File: src/rtl/led_io_ctrl.sv
// led_io_ctrl: memory-mapped LED output peripheral.
// Captures chip-selected IO writes into four 16-bit register slots, drives
// the 17 board LEDs from them, and returns register contents combinationally
// on IO reads so the single-cycle CPU load path sees the data in the same cycle.
//
// Register map (addr[2:1] selects, addr[0] ignored):
//   0x0 LED_LO  led[15:0] value
//   0x2 LED_HI  bit0 -> led[16]
//   0x4 BLINK   per-bit blink mask for led[15:0]
//   0x6 CTRL    bit0 EN (output enable), bit1 BLK (blink run)
//
// Build option: define LED_BLINK_EN to implement the blink engine, the BLINK
// register and CTRL.BLK. Without it the phase is a constant "on", BLINK and
// BLK read as 0 and ignore writes, and no counter logic exists.
module led_io_ctrl #(
   parameter int unsigned BLINK_DIV = 25_000_000
) (
   input  logic        sys_clk,
   input  logic        sys_rst_n,
   input  logic        led_cs,
   input  logic        iowrite,
   input  logic        ioread,
   input  logic [2:0]  addr,
   input  logic [15:0] wdata,
   output logic [15:0] rdata,
   output logic [16:0] led
);

   localparam logic [1:0] SEL_LED_LO = 2'd0;
   localparam logic [1:0] SEL_LED_HI = 2'd1;
   localparam logic [1:0] SEL_BLINK  = 2'd2;
   localparam logic [1:0] SEL_CTRL   = 2'd3;

   logic        w_wr;
   logic        w_rd;
   logic [1:0]  w_sel;
   logic [15:0] w_blink_mask;
   logic        w_blk;
   logic        w_phase;
   logic        w_unused;

   logic [15:0] r_led_lo;
   logic        r_led_hi;
   logic        r_en;

   assign w_wr  = led_cs & iowrite;
   assign w_rd  = led_cs & ioread;
   assign w_sel = addr[2:1];

   // addr[0] is a byte-offset bit the register file does not decode.
   assign w_unused = ^{addr[0], 32'(BLINK_DIV)};

   // Always-present registers: LED value, LED[16] and the global enable.
   always_ff @(posedge sys_clk or negedge sys_rst_n) begin
      if (!sys_rst_n) begin
         r_led_lo <= 16'h0000;
         r_led_hi <= 1'b0;
         r_en     <= 1'b1;
      end else if (w_wr) begin
         case (w_sel)
            SEL_LED_LO: r_led_lo <= wdata;
            SEL_LED_HI: r_led_hi <= wdata[0];
            SEL_CTRL:   r_en     <= wdata[0];
            default:    ;
         endcase
      end
   end

`ifdef LED_BLINK_EN
   localparam logic [31:0] LP_CNT_TC = 32'(BLINK_DIV - 1);

   logic [15:0] r_blink;
   logic        r_blk;
   logic [31:0] r_cnt;
   logic        r_phase;
   logic        w_restart;

   // A write to CTRL or BLINK restarts the pattern in the on phase.
   assign w_restart = w_wr & ((w_sel == SEL_CTRL) | (w_sel == SEL_BLINK));

   // Blink mask and blink-run bit.
   always_ff @(posedge sys_clk or negedge sys_rst_n) begin
      if (!sys_rst_n) begin
         r_blink <= 16'h0000;
         r_blk   <= 1'b0;
      end else if (w_wr) begin
         case (w_sel)
            SEL_BLINK: r_blink <= wdata;
            SEL_CTRL:  r_blk   <= wdata[1];
            default:   ;
         endcase
      end
   end

   // Prescaler: counts 0..BLINK_DIV-1 while running, toggling phase on wrap.
   always_ff @(posedge sys_clk or negedge sys_rst_n) begin
      if (!sys_rst_n) begin
         r_cnt   <= 32'd0;
         r_phase <= 1'b1;
      end else if (w_restart || !r_blk) begin
         r_cnt   <= 32'd0;
         r_phase <= 1'b1;
      end else if (r_cnt == LP_CNT_TC) begin
         r_cnt   <= 32'd0;
         r_phase <= ~r_phase;
      end else begin
         r_cnt   <= r_cnt + 32'd1;
      end
   end

   assign w_blink_mask = r_blink;
   assign w_blk        = r_blk;
   assign w_phase      = r_phase;
`else
   assign w_blink_mask = 16'h0000;
   assign w_blk        = 1'b0;
   assign w_phase      = 1'b1;
`endif

   // Readback mux; zero unless a qualified read strobe is present.
   always_comb begin
      rdata = 16'h0000;
      if (w_rd) begin
         case (w_sel)
            SEL_LED_LO: rdata = r_led_lo;
            SEL_LED_HI: rdata = {15'h0000, r_led_hi};
            SEL_BLINK:  rdata = w_blink_mask;
            SEL_CTRL:   rdata = {14'h0000, w_blk, r_en};
            default:    rdata = 16'h0000;
         endcase
      end
   end

   // LED drive: blinked bits are forced off during the off phase; led[16] never blinks.
   always_comb begin
      led[15:0] = r_en ? (r_led_lo & ~(w_blink_mask & {16{~w_phase}})) : 16'h0000;
      led[16]   = r_en & r_led_hi;
   end

endmodule

File: config.mk
export PLATFORM = sky130hd
export DESIGN_NAME = led_io_ctrl
export DESIGN_NICKNAME = d
export VERILOG_FILES = /design/src/rtl/led_io_ctrl.sv
export SDC_FILE = /design/constraint.sdc
export NUM_CORES = 1
export LEC_CHECK = 0
export CORE_MARGIN = 4
export CORE_UTILIZATION = 40
export CTS_CLUSTER_SIZE = 40
export DETAILED_ROUTE_END_ITERATION = 7
export PLACE_DENSITY = 0.84
export SYNTH_ARGS = -nofsm -noshare
export SYNTH_HDL_FRONTEND = slang
export SYNTH_SLANG_ARGS = --single-unit
export TNS_END_PERCENT = 10
File: constraint.sdc
create_clock -name sys_clk -period 2.7 [get_ports sys_clk]
set_input_delay 0.81 -clock sys_clk [delete_from_list [all_inputs] [get_ports sys_clk]]
set_output_delay 0.81 -clock sys_clk [all_outputs]
set_load 0.02 [all_outputs]
==> impl_metrics.tcl <==
set metrics [dict create \
    leakage_nw 0.8351 \
    cts.sinks 18 \
    die_area_sq_um 3356 \
    first_global_vias 859 \
    path_class "reg -> out" \
    slew_headroom_pct 47.89 \
    io_buffer_count 55 \
    ir_drop_v 0.0003821 \
    max_cap_viol_count 0 \
    hold_buffers 0 \
    endpoint_kind "primary output" \
    hold_viol 0 \
    grt_pass1_wl_microns 4388 \
    use_met3_pct 2.673 \
    grt_max_degree 19 \
    postPlaceCellArea_sq_um 1613 \
    max_freq_ghz 0.3792 \
    drt_iter0_markers 4 \
    top_usage_layer "met2" \
    core-area_sq_um 2297 \
    yosys.cell_types.count 17 \
    place_hpwl_microns 1924 \
    clock_path_buffers 2 \
    yosysSeqAreaShare_pct 45.29 \
    worst_pin_slew_ps 779.2 \
    powerDensity_nw_per_um2 540.4 \
    synth_nets 105 \
    hold_path_class "reg -> reg" \
    cts_buffers 3 \
    die_h_microns 57.93 \
    worst_slack_ps 62.67 \
    finClkSkew_ps 0 \
    worstPathArrival_ps 1830 \
    critPathMaxFanout 10 \
    slew_viol_final 0 \
    htree_levels 1 \
    synth_warnings 0 \
    syn_area_per_cell_sq_um 12.31 \
    syn-cell-area_sq_um 997.2 \
    antenna_cells 0 \
    syn_inst 81 \
    fin_crit_ps 2637 \
    fin_setup_tns_ps 0 \
    chipWidth_microns 57.93 \
    crit_path_start_kind "flip-flop" \
    nets 167 \
    totalWireLength_microns 2654 \
    fin_crit_sh_pct 97.68 \
    start_util_pct 43.41 \
    grtUsageMet2_pct 30.16 \
    gr-usage-met1_pct 21.69 \
    drc_errors 0 \
    synth-seq-cells 18 \
    vias 819 \
    grt.total_usage_pct 16.64 \
    clk_root_buffer_cell "clkbuf_4" \
    setup_violations 0 \
    areaGrowthSynthToFinish_pct 62.48 \
    place_ws_ps -632.1 \
    design_area_sq_um 1620 \
    drive_gt1_share_pct 32.39 \
    outcome "complete, no violations" \
    postCtsSetupBuffers 0 \
    cts_tree "built" \
    ant_nets 0 \
    first_pass_iters 2 \
    io_pins 57 \
    clkLatencyLatePin_ps 280 \
    required_ps 1890 \
    antenna_found_initial 0 \
    vias_per_cell 4.818 \
    wl_per_cell_microns 15.61 \
    rows 17 \
    gp_congestion 0.7524 \
    grt-ovfl-total 0 \
    path_clk_slew_ps 100 \
]
==> sequential cells by signal, summed over array words and instances, names as in the netlist <==
signal    flops
r_en          1
r_led_hi      1
r_led_lo     16
==> final timing paths <==
| check | startpoint | endpoint | slack, ps | cells past startpoint |
|---|---|---|---|---|
| worst max-delay path | r_en | led[0] | 60 | 3 |
| worst min-delay path | r_led_lo[6] | r_led_lo[6] | 520 | 1 |
| worst max register to register | r_en | r_en | 1840 | 1 |
| worst min register to register | r_led_lo[6] | r_led_lo[6] | 520 | 1 |
| max in group asynchronous | sys_rst_n | r_led_lo[2] | 1240 | 1 |
| min in group asynchronous | sys_rst_n | r_led_lo[9] | 980 | 1 |
==> critical path, cell delays in order (launching register included) <==
cell	delay [ps]
dfstp_2	640
buf_4	190
and2_1	130
clkdlybuf4s50_1	600
==> final cells by class <==
class	count	area, sq um
timing repair buffer	60	561.8
tap	28	35.03
inverter	1	3.754
fill	182	676.9
sequential	18	451.7
multi-input combinational	59	541.8
clock buffer	4	26.28
==> stage by stage <==
step | cells | total power, W | util, % | hold slack, ps
after floorplan | 81 | 0.0005677 | - | 486.2
after global placement | 165 | 0.0007449 | 70.21 | 495.6
after detailed placement | 165 | 0.0007568 | 70.21 | 504.4
after CTS | 170 | 0.0008952 | 69.77 | 530.0
after global routing | 170 | 0.0009249 | 70.53 | 547.4
final | 170 | 0.0008756 | 70.53 | 524.1
==> Yosys cell counts <==
library cell / instances / share of area, %
dfstp_2: 1 / 2.6
nand2_1: 1 / 0.38
a21boi_0: 1 / 0.75
dfrtp_1: 17 / 43
buf_4: 1 / 0.75
a211oi_1: 1 / 0.75
nand4b_1: 1 / 0.88
and2_1: 32 / 20
buf_12: 1 / 2.0
mux2_4: 10 / 15
mux2i_1: 1 / 1.0
clkbuf_1: 2 / 0.75
and4bb_2: 1 / 1.3
nor4bb_1: 1 / 1.0
nand4_1: 1 / 0.63
inv_1: 1 / 0.38
mux2_2: 8 / 9.0
==> cell families after synthesis <==
kind of cell | synth area share, %
AND/OR/NAND/NOR | 24.22
multiplexers | 25.09
flip-flops | 45.30
buffers and inverters | 3.890
AO/OA/AOI/OAI | 1.506
==> routing by layer <==
metal | up-vias | routed length (microns)
met4 | 0 | 0
met1 | 386 | 1145
met5 | - | 0
met2 | 33 | 1327
li1 | 400 | -
met3 | 0 | 181
==> power by group <==
part,internal (W),switching [W]
registers,0.000332,0.0000453
clock network,0.0000572,0.0000770
logic,0.000213,0.000151
==> repair_timing <==
| item | CTS | global route |
|---|---|---|
| cloned | 1 | 0 |
| setup endpoints to repair | 16 | 7 |
| resized for setup | 82 | 7 |
| pin swaps | 2 | 0 |
==> layout by cell type (no fill, tap or decap) <==
cell and count:
and2_1 32, clkdlybuf4s50_1 28, dfrtp_1 17, buf_4 13, mux2_4 10, mux2_2 8, dlymetal6s2s_1 7, buf_2 6
dlygate4sd2_1 4, clkbuf_4 3, and4bb_4 2, inv_1 1, mux2i_1 1, a21boi_0 1, nand2_1 1, a211oi_1 1
nor4bb_4 1, nand4b_1 1, nand4_1 1, clkbuf_1 1, buf_12 1, buf_6 1, dfstp_2 1
No activity file was read; power rests on OpenSTA's default activity.
